File: src/rtl/fir_mac_seq.sv
// fir_mac_seq -- FIR multiply/accumulate sequencer feeding the FP29i/FP16i ALU.
//
// Each accepted FP16 sample is shifted into an NTAP-deep delay line. The
// sequencer then issues NTAP multiplies (tap[k] x coefficient k) back to back,
// collects the products as they come back from the fixed-latency ALU, and
// folds them into a running sum with NTAP-1 serial adds. The sum is presented
// on a valid/ready port. No rounding or normalisation happens here.
//
// Ports:
//   clk, rst_n               clock (rising edge), asynchronous active-low reset
//   in_valid/in_ready        sample handshake, in_data = FP16 {s, e[4:0], f[9:0]}
//   dl_clr                   zero the delay line (IDLE only, blocks acceptance)
//   coef_addr/coef_data      coefficient ROM, data arrives one cycle after addr
//   alu_a_*/alu_b_*          ALU operands (FP29i: sgn, exp[5:0], man[21:0])
//   alu_add_muln             1 = add, 0 = multiply
//   alu_y_*                  ALU result, ALU_LAT cycles after issue
//   out_valid/out_ready      result handshake, out_* = FP29i dot product
//   busy                     high whenever the sequencer is not IDLE
module fir_mac_seq #(
    parameter int NTAP    = 8,
    parameter int ALU_LAT = 4,
    parameter int CA_W    = 3
) (
    input  logic            clk,
    input  logic            rst_n,
    input  logic            in_valid,
    output logic            in_ready,
    input  logic [15:0]     in_data,
    input  logic            dl_clr,
    output logic [CA_W-1:0] coef_addr,
    input  logic [16:0]     coef_data,
    output logic            alu_a_sgn,
    output logic [5:0]      alu_a_exp,
    output logic [21:0]     alu_a_man,
    output logic            alu_b_sgn,
    output logic [5:0]      alu_b_exp,
    output logic [21:0]     alu_b_man,
    output logic            alu_add_muln,
    input  logic            alu_y_sgn,
    input  logic [5:0]      alu_y_exp,
    input  logic [21:0]     alu_y_man,
    output logic            out_valid,
    input  logic            out_ready,
    output logic            out_sgn,
    output logic [5:0]      out_exp,
    output logic [21:0]     out_man,
    output logic            busy
);

    localparam int IW = (NTAP > 1) ? $clog2(NTAP) : 1;
    localparam int LW = (ALU_LAT > 1) ? $clog2(ALU_LAT) : 1;

    typedef enum logic [2:0] {
        S_IDLE, S_MUL, S_MWAIT, S_ACC, S_AWAIT, S_OUT
    } state_t;

    function automatic logic [28:0] pack_sample(input logic [15:0] d);
        return {d[15], 1'b0, d[14:10], 12'b0, d[9:0]};
    endfunction

    function automatic logic [28:0] pack_coef(input logic [16:0] c);
        return {c[16], 1'b0, c[15:11], 11'b0, c[10:0]};
    endfunction

    state_t        state_q, state_d;
    logic [IW-1:0] k_q, k_d;
    logic [IW-1:0] i_q, i_d;
    logic [LW-1:0] cnt_q, cnt_d;
    logic [15:0]   tap_q  [NTAP];
    logic [15:0]   tap_d  [NTAP];
    logic [28:0]   prod_q [NTAP];
    logic [28:0]   prod_d [NTAP];
    logic [28:0]   acc_q, acc_d;
    // Issue tracker: entry ALU_LAT-1 describes the result on alu_y_* this cycle.
    logic          trk_vld_q [ALU_LAT];
    logic          trk_vld_d [ALU_LAT];
    logic [IW-1:0] trk_idx_q [ALU_LAT];
    logic [IW-1:0] trk_idx_d [ALU_LAT];

    logic [28:0]   a_pk, b_pk, y_pk, out_pk;
    logic          cap_vld;
    logic [IW-1:0] cap_idx;

    assign y_pk    = {alu_y_sgn, alu_y_exp, alu_y_man};
    assign cap_vld = trk_vld_q[ALU_LAT-1];
    assign cap_idx = trk_idx_q[ALU_LAT-1];

    assign {alu_a_sgn, alu_a_exp, alu_a_man} = a_pk;
    assign {alu_b_sgn, alu_b_exp, alu_b_man} = b_pk;
    assign {out_sgn, out_exp, out_man}       = out_pk;

    always_comb begin
        state_d      = state_q;
        k_d          = k_q;
        i_d          = i_q;
        cnt_d        = cnt_q;
        tap_d        = tap_q;
        prod_d       = prod_q;
        acc_d        = acc_q;
        a_pk         = '0;
        b_pk         = '0;
        alu_add_muln = 1'b0;
        coef_addr    = '0;
        in_ready     = 1'b0;
        out_valid    = 1'b0;
        out_pk       = '0;
        busy         = (state_q != S_IDLE);

        // Tracker shifts every cycle; only a MUL issue injects a valid entry.
        trk_vld_d[0] = 1'b0;
        trk_idx_d[0] = k_q;
        for (int j = 1; j < ALU_LAT; j++) begin
            trk_vld_d[j] = trk_vld_q[j-1];
            trk_idx_d[j] = trk_idx_q[j-1];
        end

        if (cap_vld) begin
            prod_d[cap_idx] = y_pk;
            if (cap_idx == '0) begin
                acc_d = y_pk;
            end
        end

        case (state_q)
            S_IDLE: begin
                in_ready = ~dl_clr;
                if (dl_clr) begin
                    for (int j = 0; j < NTAP; j++) tap_d[j] = '0;
                end else if (in_valid) begin
                    tap_d[0] = in_data;
                    for (int j = 1; j < NTAP; j++) tap_d[j] = tap_q[j-1];
                    k_d     = '0;
                    state_d = S_MUL;
                end
            end
            S_MUL: begin
                a_pk         = pack_sample(tap_q[k_q]);
                b_pk         = pack_coef(coef_data);
                trk_vld_d[0] = 1'b1;
                // Address runs one ahead of k so the ROM data lines up next cycle.
                if (k_q == IW'(NTAP-1)) begin
                    coef_addr = CA_W'(NTAP-1);
                    k_d       = '0;
                    state_d   = S_MWAIT;
                end else begin
                    coef_addr = CA_W'(k_q) + CA_W'(1);
                    k_d       = k_q + IW'(1);
                end
            end
            S_MWAIT: begin
                if (cap_vld && cap_idx == IW'(NTAP-1)) begin
                    i_d     = IW'(1);
                    state_d = (NTAP == 1) ? S_OUT : S_ACC;
                end
            end
            S_ACC: begin
                a_pk         = acc_q;
                b_pk         = prod_q[i_q];
                alu_add_muln = 1'b1;
                cnt_d        = '0;
                state_d      = S_AWAIT;
            end
            S_AWAIT: begin
                if (cnt_q == LW'(ALU_LAT-1)) begin
                    acc_d = y_pk;
                    if (i_q == IW'(NTAP-1)) begin
                        state_d = S_OUT;
                    end else begin
                        i_d     = i_q + IW'(1);
                        state_d = S_ACC;
                    end
                end else begin
                    cnt_d = cnt_q + LW'(1);
                end
            end
            S_OUT: begin
                out_valid = 1'b1;
                out_pk    = acc_q;
                if (out_ready) begin
                    state_d = S_IDLE;
                end
            end
            default: state_d = S_IDLE;
        endcase
    end

    always_ff @(posedge clk or negedge rst_n) begin
        if (!rst_n) begin
            state_q <= S_IDLE;
            k_q     <= '0;
            i_q     <= '0;
            cnt_q   <= '0;
            acc_q   <= '0;
            for (int j = 0; j < NTAP; j++) begin
                tap_q[j]  <= '0;
                prod_q[j] <= '0;
            end
            for (int j = 0; j < ALU_LAT; j++) begin
                trk_vld_q[j] <= 1'b0;
                trk_idx_q[j] <= '0;
            end
        end else begin
            state_q   <= state_d;
            k_q       <= k_d;
            i_q       <= i_d;
            cnt_q     <= cnt_d;
            acc_q     <= acc_d;
            tap_q     <= tap_d;
            prod_q    <= prod_d;
            trk_vld_q <= trk_vld_d;
            trk_idx_q <= trk_idx_d;
        end
    end

endmodule

File: config.mk
export PLATFORM = sky130hd
export DESIGN_NAME = fir_mac_seq
export DESIGN_NICKNAME = d
export VERILOG_FILES = /design/src/rtl/fir_mac_seq.sv
export SDC_FILE = /design/constraint.sdc
export NUM_CORES = 1
export LEC_CHECK = 0
export BUFFER_PORTS_ARGS = -buffer_cell sky130_fd_sc_hd__buf_2
export CAP_MARGIN = 0
export CORE_ASPECT_RATIO = 1.4
export CORE_UTILIZATION = 35
export CTS_CLUSTER_DIAMETER = 150
export DETAILED_ROUTE_END_ITERATION = 8
export GPL_TIMING_DRIVEN = 1
export HOLD_SLACK_MARGIN = 0.05
export PLACE_DENSITY = 0.58
export SYNTH_ARGS = -nofsm -noshare
export SYNTH_HDL_FRONTEND = slang
export SYNTH_SLANG_ARGS = --single-unit
File: constraint.sdc
create_clock -name clk -period 5.35 [get_ports clk]
set_clock_uncertainty 0.2 [all_clocks]
set_input_delay 0.535 -clock clk [delete_from_list [all_inputs] [get_ports clk]]
set_output_delay 0.535 -clock clk [all_outputs]
set_load 0.005 [all_outputs]
Word level (Yosys, flattened, before mapping) --
Cells that the tools add are included.
Word-level totals: flip-flop bits (word level) 416, bits of input ports 67
Operators by class: add/sub/neg operators 3, $lt $le $gt $ge 4, equality and inequality tests 17, mux-type cells 42, bitwise gates (word level) 4, reductions and logical operators 14
Operators with widths (count):
- 128-bit two-way mux | 2
- 232-bit bitwise mux | 1
- 29-bit two-way mux | 8
- 29-bit case mux with 2 select lines | 2
- 29-bit binary-select mux with 3-bit select | 1
- 29-bit demux with 3-bit select | 1
- 16-bit binary-select mux with 3-bit select | 1
- 3-bit two-way mux | 15
- 16-bit two-way mux | 2
- 3-bit case mux with 6 select lines | 1
- 2-bit != test (second input constant) | 8
- 3-bit equality test (second input constant) | 5
- 4-bit >= comparator (second input constant) | 3
- 3-bit NOT with 4-bit output | 3
- 3-bit case mux with 2 select lines | 2
- 2-bit nonzero test | 4
- 3-bit by 1-bit adder with 3-bit output (second input constant) | 2
- 3-bit by 2-bit equality test with 1-bit output (second input constant) | 2
- 3-bit logical NOT | 2
- 6-bit AND reduction | 1
- 4-bit by 1-bit less-than comparator with 1-bit output (second input constant) | 1
- 1-bit two-way mux | 4
- 2-bit case mux with 2 select lines | 1
- 2-bit AND reduction | 2
- other kinds (9) | 10

Longest topological paths before layout --
Gate-level depths: netlist (run 1).
word-level depth 6, mapped depth 6, depth with buffers taken out 6

Worst setup path before layout (run 1) --
OpenSTA, ideal clock, no wires.
path kind register to output, start reg i_q[0], end out alu_b_exp[2], arrival 1499 ps, path slack 3116 ps, stages on the path, launching flop included 6, buffers on the path 2, cell sequence dfrtp_1 buf_2 buf_2 nor2_1 a22oi_1 a32o_1
Between the ends: longest elaborated chain between the ends 5
Ends and longest elaborated chain:
- start: declaration | line 67 | logic [IW-1:0] i_q, i_d;
- start signal: assignment | line 205 | i_q <= i_d;
- 3-bit NOT with 4-bit output (not written as such) | line 158 | b_pk = prod_q[i_q];
- 29-bit binary-select mux with 3-bit select | line 158
- 29-bit two-way mux (not written as such) (2 in series) | line 158
- 29-bit case mux with 2 select lines | line 124 | case (state_q)
- end: declaration | line 36 | output logic [5:0] alu_b_exp,
Every way passes these cells. The select of a mux whose other input is x is not followed.

Worst setup path after layout (run 1) --
start reg state_q[0], end out alu_b_man[2]
Between the ends: longest elaborated chain between the ends 2
Ends and longest elaborated chain:
- start: declaration | line 65 | state_t state_q, state_d;
- start signal: assignment | line 203 | state_q <= state_d;
- 3-bit by 2-bit equality test with 1-bit output / 3-bit by 1-bit equality test with 1-bit output (equally long branches) | line 124
- 29-bit case mux with 2 select lines * | line 124
- end: declaration | line 37 | output logic [21:0] alu_b_man,
Every way passes the cells marked *; elsewhere a longest branch is shown, timed or not.

==> results of run 1 <==
[metrics by stage]
| step | total power, mW | cell area, sq um | hold WS (ps) | setup WS [ps] | util |
|---|---|---|---|---|---|
| finish | 12.36 | 21830 | 119.0 | 1278 | 0.4106 |
| global route | 13.12 | 21830 | 113.0 | 1006 | 0.4105 |
| CTS | 12.52 | 21830 | 85.63 | 1189 | 0.4105 |
| detailed placement | 9.393 | 20230 | 135.5 | 1808 | 0.3804 |
| global placement | 9.236 | 20230 | 132.6 | 1960 | 0.3804 |
| floorplan | 8.029 | 18840 | 39.41 | 3116 | - |
[how the worst max path moves through the flow]
stage | slack [ps] | end | cells past startpoint
CTS | 1190 | alu_b_man[2] | 6
finish | 1280 | alu_b_man[2] | 6
global route | 1010 | alu_b_man[2] | 6
global placement | 1960 | alu_b_man[0] | 6
detailed placement | 1810 | alu_b_man[2] | 6
floorplan | 3120 | alu_b_exp[2] | 5
[registers in the layout, summed over array words and instances (netlist names), 9 cells and up]
| signal | count |
|---|---|
| acc_q | 29 |
| trk_idx_d | 9 |
| prod_q | 232 |
| tap_q | 128 |
[kinds of logic after synthesis]
logic type | count (synthesis) | share of synthesized area
mux | 431 | 0.2633
flops | 416 | 0.5525
compound gates | 240 | 0.1032
simple gates | 163 | 0.04463
buf+inv | 112 | 0.03234
fa+ha+maj | 6 | 0.003984
[critical path, stage by stage (launching register included)]
cell and delay [ps]:
dfrtp_1 730, nor2b_1 210, buf_4 270, nand2_1 410, inv_2 740, a32o_1 280
buf_2 110
[Yosys cell counts (all sizes together) (2+ instances only)]
cell type,count,area [sq um]
dfrtp,416,10410
mux2,277,3119
mux2i,130,1301
a22o,129,1130
buf,81,493.0
a22oi,53,397.9
nand2,45,168.9
and2,31,193.9
clkbuf,26,97.59
nor2,25,93.84
mux4,24,540.5
nand3,19,95.09
a21oi,13,65.06
and3,13,81.33
o21ai,13,65.06
nor2b,11,68.82
a32o,10,100.1
o22ai,8,50.05
a221o,7,70.07
ha,6,75.07
inv,5,18.77
nand2b,5,31.28
nor3,4,25.02
nand4b,3,26.28
nor3b,2,15.01
o31ai,2,15.01
[per-layer routing]
metal / track usage / up-vias / part of all wire
li1: - / 5389 / -
met1: 0.2263 / 6178 / 0.44
met2: 0.3018 / 265 / 0.50
met3: 0.03074 / 79 / 0.039
met4: 0.05725 / 4 / 0.027
met5: 0 / - / 0.00059
[cell type report]
cell class	instances	area (sq um)
diodes	3	7.507
clock buffers	61	1244
clock inverters	11	187.7
fillers	5007	31340
inverters	5	18.77
multi-input cells	840	7878
flip-flops and latches	416	10420
well taps	714	893.4
repair buffers	201	1186
[power groups by stage]
| stage | registers, mW | clock network (mW) | logic, mW |
|---|---|---|---|
| after floorplan | 4.87 | 0 | 3.16 |
| after global placement | 5.21 | 0 | 4.03 |
| after detailed placement | 5.28 | 0 | 4.12 |
| after CTS | 5.22 | 3.16 | 4.14 |
| after global routing | 5.39 | 3.28 | 4.44 |
| final | 5.22 | 3.08 | 4.07 |
==> key figures, run 1 <==
Run status
  – Status: finished clean

STA
  – Fin crit period: between 4000 and 5000 ps
  – Setup TNS: 0 ps
  – Period utilization: 0.7611
  – Final Hold Fails: 0
  – Max Slew Vio Count: 0
  – Final setup violating endpoints: 0
  – Peak Freq: 245.6 MHz
  – Relative slew slack: 0.2192
  – Least-Margin Pin Slew: between 1000 and 1500 ps
  – Unrepaired setup endpoints after global routing: no

Route
  – Post-DR wirelength/cell: around 21 um
  – Routed via count: about 12000
  – DR DRC count: 0
  – DR iter-0 viols: roughly 710
  – Final wirelength: roughly 48 mm
  – DR vias/cell: around 5.3
  – Drt first pass iters: 5
  – DRT antenna net count: 0

Die
  – Core area: 53180 sq um
  – Die Width: between 150 and 200 um
  – DIE AREA: 54770 sq um
  – # IOs: approximately 160
  – Row cnt: 100
  – Initial Utilization: 0.3543
  – Die Height: between 200 and 300 um

Clock tree
  – Clk pin slew, worst setup/hold paths: 60 ps
  – Root Buffer: clkbuf_16
  – Setup repair bufs after CTS: 0
  – TritonCTS clock tree: built
  – H-tree depth: 2
  – Clock sink total: ~420
  – Clk_lat worst skew: about 560 ps
  – CTS Buf Count: between 40 and 50
  – Hold_buf cts: 17
  – Post-cts sizing count: 0
  – Max Root-Sink Buffers: 3

Synth
  – Synth Instances: ~1400
  – Synth Warn #: 0
  – Seq/Total Area, Yosys: 0.5525
  – Yosys cell types: 42
  – Top FF cell, synth: dfrtp_1
  – Post-synth EDFFs: 0
  – Mean Syn Cell Area: roughly 14 sq um
  – Flops & latches, synth: 416
  – Mapped Nets: around 1400
  – Area of the mapped netlist: 18840 sq um
  – Asr flop ratio synth: 1.000

Placement
  – Port-buffer cells: 160
  – Final Wtd Congestion: 0.7504
  – Inst Count DP: 2159
  – HPWL after detailed placement: ~30 mm

Power
  – PD cells: ~570 nW/um^2
  – Combinational share of power: 0.329
  – Leak Pwr: approximately 9.6 nW
  – P_sw: a little over 4 mW
  – P_int: 8.314 mW
  – Reg power frac: 0.422
  – Clock Power Share: 0.249
  – Sw Ratio: 0.3276
  – Maximum vdd ir drop: approximately 0.00027 V

Critical path
  – CP Data Required Time: between 4000 and 5000 ps
  – Reg2reg start: state_q[1]$_DFFE_PN0P_
  – Crit Path Max Fanout: 26
  – Crit path capture type: primary output
  – FF-to-FF End: tap_q[30]$_DFFE_PN0P_
  – Crit start category: flop
  – CP arrival: approximately 3300 ps
  – Crit Path Class: flop to primary output
  – Worst Setup SP: state_q[0]$_DFFE_PN0P_
  – R2R cell count: 6
  – R2r setup slk: roughly 2400 ps

Global routing
  – Number of global-route vias before repair: around 12000
  – GRT overflow: 0
  – First-pass GRT wire length: between 70 and 80 mm
  – Largest net degree at the start of global routing: 140
  – Total GRT Usage: 0.1771
  – Antenna violations before repair: 5

Layout
  – Layout cells sized above 1: 0.3559
  – Layout area overhead: 15.89%
  – Most common cell after layout, fill and taps aside: dfrtp_1
  – Nets@finish: 1580
  – Most frequent cells in the layout: 412 x dfrtp_1, 257 x mux2_2, 159 x buf_2
  – Fin cells: around 2300

Min path
  – Hold path start: alu_y_man[20]
  – Hold Path Stages: 2
  – Min-Delay Endpoint: acc_q[20]$_DFF_PN0_
  – Hold WC Path Type: primary input to flop

Job
  – Max-cap violations: 0
(Power assumes the default switching activity.)
==> inputs of run 2 (changes only) <==
clock period = 3.9 ns   (was 5.35 ns; I/O delays follow)
==> key figures, run 2 (synthesis gave the netlist of run 1 again) <==
Clock tree
  – Clock sink total: 416 (unchanged)
  – Root Buffer: clkbuf_16
  – H-tree depth: 2 (unchanged)
  – Max Root-Sink Buffers: 3 (unchanged)
  – Clk_lat worst skew: 550 ps (about the same)
  – Setup repair bufs after CTS: 0 (unchanged)
  – CTS Buf Count: 41 (-4.7%)
  – TritonCTS clock tree: built
  – Clk pin slew, worst setup/hold paths: 60 ps (about the same)
  – Post-cts sizing count: 0 (unchanged)

Route
  – DR iter-0 viols: 759 (+7.2%)
  – Final wirelength: 47.65 mm (+0.15%)
  – Routed via count: 12060 (+1.2%)
  – DR vias/cell: 5.269 (-0.46%)
  – DR DRC count: 0 (unchanged)
  – Drt first pass iters: 5 (unchanged)
  – Post-DR wirelength/cell: 20.82 um (-1.5%)
  – DRT antenna net count: 0 (unchanged)

Layout
  – Layout area overhead: 17.96%
  – Largest register by flop count: prod_q
  – # diodes: 0 (-3)
  – Nets@finish: 1618 (+2.4%)
  – Biggest regs: prod_q (232), tap_q (128), acc_q (29)
  – Max reg flops: 232 (unchanged)
  – Fill cells: 4915 (-1.8%)
  – Most common cell after layout, fill and taps aside: dfrtp_1
  – Most frequent cells in the layout: 412 x dfrtp_1, 257 x mux2_2, 159 x buf_2
  – Layout cells sized above 1: 0.3530 (-0.002916)

Placement
  – HPWL after detailed placement: 30.20 mm (+0.52%)
  – Port-buffer cells: 160 (unchanged)
  – Pre-CTS WS: 994.9 ps (-812.6 ps)
  – Final Wtd Congestion: 0.7479 (-0.33%)

Die
  – Row cnt: 100 (unchanged)
  – Die Height: 276.5 um (unchanged)
  – Initial Utilization: 0.3543 (unchanged)
  – Core area: 53180 sq um (unchanged)
  – Die Width: 198.1 um (unchanged)
  – DIE AREA: 54770 sq um (unchanged)
  – # IOs: 161 (unchanged)

Min path
  – Min-Delay Endpoint: prod_q[3]$_DFFE_PN0P_
  – Hold Path Stages: 2 (unchanged)
  – Hold path start: alu_y_man[3]
  – Hold WC Path Type: primary input to flop

STA
  – Max Slew Vio Count: 0 (unchanged)
  – Period utilization: 0.8702
  – Fin crit period: approximately 3400 ps
  – Least-Margin Pin Slew: 1030 ps (-136.6 ps)
  – Setup ws final: 506.4 ps (-771.7 ps)
  – Relative slew slack: 0.3100 (+0.09082)
  – Setup TNS: 0 ps (unchanged)
  – Hold Slack: 59.93 ps (-59.12 ps)
  – Final setup violating endpoints: 0 (unchanged)
  – Unrepaired setup endpoints after global routing: no
  – Final Hold Fails: 0 (unchanged)
  – Peak Freq: 294.7 MHz

Critical path
  – Crit Path Max Fanout: 19 (-27%)
  – Largest stage delay on the critical path: 710 ps (-30 ps)
  – R2R cell count: 5 (-1)
  – Reg2reg start: state_q[1]$_DFFE_PN0P_
  – Crit start category: flop
  – FF-to-FF End: acc_q[28]$_DFF_PN0_
  – R2r setup slk: 1210 ps (-1170 ps)
  – Critical path, cell by cell: buf_4 -> nor2b_1 -> a221o_1 -> a21oi_1 -> buf_2
  – CP arrival: 2800 ps (-540 ps)
  – Crit Path Class: flop to primary output
  – Critical Path Slowest Stage Cell: dfrtp_2
  – Crit path capture type: primary output
  – CP Data Required Time: 3310 ps (-1310 ps)

Power
  – Leak Pwr: 9.796 nW (+2.0%)
  – Tot Pwr: 16.96 mW (+37%)
  – Maximum vdd ir drop: 0.0004477 V (+63%)
  – PD cells: 763.0 nW/um^2 (+35%)

Global routing
  – Largest net degree at the start of global routing: 129 (-7.9%)
  – First-pass GRT wire length: 74.65 mm (+0.26%)
  – Number of global-route vias before repair: 12640 (+2.0%)
  – Antenna violations before repair: 2 (-3)
  – GRT overflow: 0 (unchanged)
  – Total GRT Usage: 0.1771 (about the same)

Job
  – Max-cap violations: 0 (unchanged)

Run status
  – Status: finished clean
[run 2: cell count changes in the layout (fill, tap and decap cells not counted), moves of 2 or more]
cell	before	now
dlygate4sd3_1	17	45
buf_12	2	8
buf_4	22	28
clkinv_2	4	10
clkbuf_8	10	6
diode_2	3	0
nor2b_1	9	11
nor2b_2	2	0
[run 2: report_power, final]
group,switching (mW),internal (mW),leakage [nW]
combinational,2.76,2.96,3.92
clock,1.66,2.46,0.697
sequential,1.12,6.00,5.18
total,5.54,11.4,9.80
[run 2: critical path, delay by kind of cell, from the launching register on]
family,cells,cell delay [ps]
AND/OR/NAND/NOR,1,580
AO/OA/AOI/OAI,2,390
flip-flops,1,710
buffers and inverters,2,580
[run 2: worst max path at each step]
stage / startpoint / end / slack (ps) / cells after the start
floorplan: i_q[0]$_DFFE_PN0P_ / alu_b_exp[2] / 1810 / 5
global placement: i_q[0]$_DFFE_PN0P_ / alu_b_man[3] / 1020 / 5
detailed placement: i_q[0]$_DFFE_PN0P_ / alu_b_man[5] / 990 / 5
CTS: i_q[0]$_DFFE_PN0P_ / alu_b_man[5] / 410 / 5
global route: i_q[0]$_DFFE_PN0P_ / alu_b_man[3] / 260 / 5
finish: i_q[0]$_DFFE_PN0P_ / alu_b_man[5] / 510 / 5
[run 2: final cells by class]
type                    instances  area (sq um)  share of cell area
inverters                       5         18.77           0.0008445
clock buffers                  57          1189             0.05348
clock inverters                16         209.0            0.009402
flip-flops and latches        416         10420              0.4688
well taps                     714         893.4             0.04020
repair buffers                241          1632             0.07341
multi-input cells             840          7864              0.3538
[run 2: timing repair]
action,CTS,global route
endpoints found under the hold margin,323,0
hold buffers,45,0
setup endpoints to repair,0,0
[run 2: routing by layer]
layer  GRT usage  wire (um)  up-vias
met5           0         10        -
met3     0.02086       1603       65
li1            -          -     5447
met2      0.3017      23480      266
met1      0.2360      21620     6281
met4     0.04929        942        2
[run 2: metrics by stage]
step                area, sq um  utilization  cells
global route              22230       0.4180   2289
global placement          20380       0.3832   2171
floorplan                 18840            -   1368
finish                    22230       0.4180   2289
CTS                       22230       0.4180   2289
detailed placement        20380       0.3832   2171
==> inputs of run 3 (changes only) <==
clock period = 3.7 ns   (was 3.9 ns; I/O delays follow)
==> key figures, run 3 (synthesis gave the netlist of run 1 again) <==
Layout
  – Post-route cell area: 22270 sq um (+0.19%)
  – Fill cells: 4897 (-0.37%)
  – Max reg flops: 232 (unchanged)
  – Layout area overhead: 18.18%
  – Nets@finish: 1620 (+0.12%)
  – Largest register by flop count: prod_q
  – Biggest regs: prod_q (232), tap_q (128), acc_q (29)
  – Fin cells: 2294 (+0.22%)
  – Most frequent cells in the layout: 412 x dfrtp_1, 257 x mux2_2, 159 x buf_2
  – Layout cells sized above 1: 0.3523 (-0.0006711)
  – Layout Utilization: 0.4187 (+0.0007760)
  – Most common cell after layout, fill and taps aside: dfrtp_1

Clock tree
  – CTS Buf Count: 41 (unchanged)
  – Root Buffer: clkbuf_16
  – Clk pin slew, worst setup/hold paths: 70 ps (about the same)
  – Hold_buf cts: 46 (+2.2%)
  – Clk_lat worst skew: 550 ps (about the same)
  – TritonCTS clock tree: built
  – Post-cts sizing count: 0 (unchanged)
  – Max Root-Sink Buffers: 3 (unchanged)
  – H-tree depth: 2 (unchanged)
  – Clock sink total: 416 (unchanged)
  – Setup repair bufs after CTS: 0 (unchanged)

Global routing
  – Total GRT Usage: 0.1779 (+0.0008147)
  – First-pass GRT wire length: 75.08 mm (+0.57%)
  – Largest net degree at the start of global routing: 129 (unchanged)
  – Antenna violations before repair: 4 (+2)
  – Number of global-route vias before repair: 12480 (-1.3%)
  – GRT overflow: 0 (unchanged)

Route
  – Drt first pass iters: 4 (-1)
  – Routed via count: 12050 (-0.066%)
  – DR iter-0 viols: 607 (-20%)
  – Final wirelength: 48.00 mm (+0.72%)
  – Post-DR wirelength/cell: 20.92 um (+0.50%)
  – DRT antenna net count: 0 (unchanged)
  – DR vias/cell: 5.254 (-0.28%)
  – DR DRC count: 0 (unchanged)

Die
  – DIE AREA: 54770 sq um (unchanged)
  – Die Width: 198.1 um (unchanged)
  – Die Height: 276.5 um (unchanged)
  – Initial Utilization: 0.3543 (unchanged)
  – Core area: 53180 sq um (unchanged)
  – # IOs: 161 (unchanged)
  – Row cnt: 100 (unchanged)

Critical path
  – CP Data Required Time: 3130 ps (-180 ps)
  – Largest stage delay on the critical path: 570 ps (-140 ps)
  – R2R cell count: 5 (unchanged)
  – Critical Path Slowest Stage Cell: inv_2
  – Crit Path Class: flop to primary output
  – Reg2reg start: i_q[1]$_DFFE_PN0P_
  – CP arrival: 2870 ps (+70 ps)
  – R2r setup slk: 1140 ps (-70 ps)
  – Critical path, cell by cell: buf_4 -> or3b_1 -> inv_2 -> nand3_1 -> nand2_1 -> buf_2
  – Crit Path Max Fanout: 27 (+8)
  – Worst Setup SP: state_q[2]$_DFFE_PN0P_
  – Crit path capture type: primary output
  – Crit start category: flop
  – FF-to-FF End: i_q[0]$_DFFE_PN0P_

Placement
  – Pre-CTS WS: 817.0 ps (-178.0 ps)
  – Final Wtd Congestion: 0.7488 (+0.12%)
  – Inst Count DP: 2172 (+0.046%)
  – HPWL after detailed placement: 30.79 mm (+2.0%)
  – Cell Area, Placed: 20380 sq um (about the same)
  – Port-buffer cells: 160 (unchanged)

Power
  – Leak Pwr: 9.807 nW (+0.11%)
  – Tot Pwr: 17.91 mW (+5.6%)
  – Maximum vdd ir drop: 0.0003466 V (-23%)
  – PD cells: 804.5 nW/um^2 (+5.4%)

STA
  – Final Hold Fails: 0 (unchanged)
  – Max Slew Vio Count: 0 (unchanged)
  – Setup ws final: 257.5 ps (-248.9 ps)
  – Period utilization: 0.9304
  – Setup TNS: 0 ps (unchanged)
  – Hold Slack: 101.4 ps (+41.46 ps)
  – Least-Margin Pin Slew: 1123 ps (+93.13 ps)
  – Relative slew slack: 0.2516 (-0.05845)
  – Final setup violating endpoints: 0 (unchanged)
  – Peak Freq: between 200 and 300 MHz
  – Unrepaired setup endpoints after global routing: no
  – Fin crit period: approximately 3400 ps

Min path
  – Hold Path Stages: 2 (unchanged)
  – Hold path start: alu_y_man[1]
  – Min-Delay Endpoint: prod_q[117]$_DFFE_PN0P_
  – Hold WC Path Type: primary input to flop

Job
  – Max-cap violations: 0 (unchanged)

Run status
  – Status: finished clean
run 3: cell count changes in the layout (fill, tap and decap cells not counted):
cell,before,now
clkinv_2,10,4
clkbuf_8,6,10
clkbuf_1,8,10
diode_2,0,2
buf_4,28,29
bufinv_16,5,4
clkinvlp_4,0,1
dlygate4sd3_1,45,46
inv_6,1,2
run 3: worst max-delay path by stage:
| stage | to | slack [ps] |
|---|---|---|
| global route | alu_b_man[10] | 120 |
| global placement | alu_a_exp[3] | 820 |
| CTS | alu_a_exp[3] | 200 |
| floorplan | alu_b_exp[2] | 1630 |
| detailed placement | alu_b_man[0] | 820 |
| finish | alu_a_exp[3] | 260 |
run 3: per-layer routing:
metal | vias up | global-route usage | wire length, um
li1 | 5470 | - | -
met1 | 6288 | 0.2385 | 21650
met2 | 236 | 0.3029 | 23990
met3 | 57 | 0.02171 | 1490
met4 | 2 | 0.04532 | 865
met5 | - | 0 | 10
run 3: where the power goes:
group          internal [mW]  switching [mW]  total (mW)
clock                   2.61            1.76        4.37
combinational           3.13            2.89        6.02
sequential              6.32            1.20        7.52
total                   12.1            5.85        17.9
run 3: worst max-delay path: cells and delay by family, from the launching register on:
kind | cells | cell delay (ps)
buffers and inverters | 3 | 900
DFF | 1 | 450
and+or+nand+nor | 3 | 920
run 3: area by class of cell:
type	count	area, sq um	share of cell area
Timing Repair Buffer	243	1649	0.07406
Sequential cell	416	10420	0.4680
Tap cell	714	893.4	0.04012
Antenna cell	2	5.005	0.0002248
Inverter	5	18.77	0.0008429
Multi-Input combinational cell	840	7864	0.3532
Clock inverter	11	165.2	0.007417
Clock buffer	63	1251	0.05619
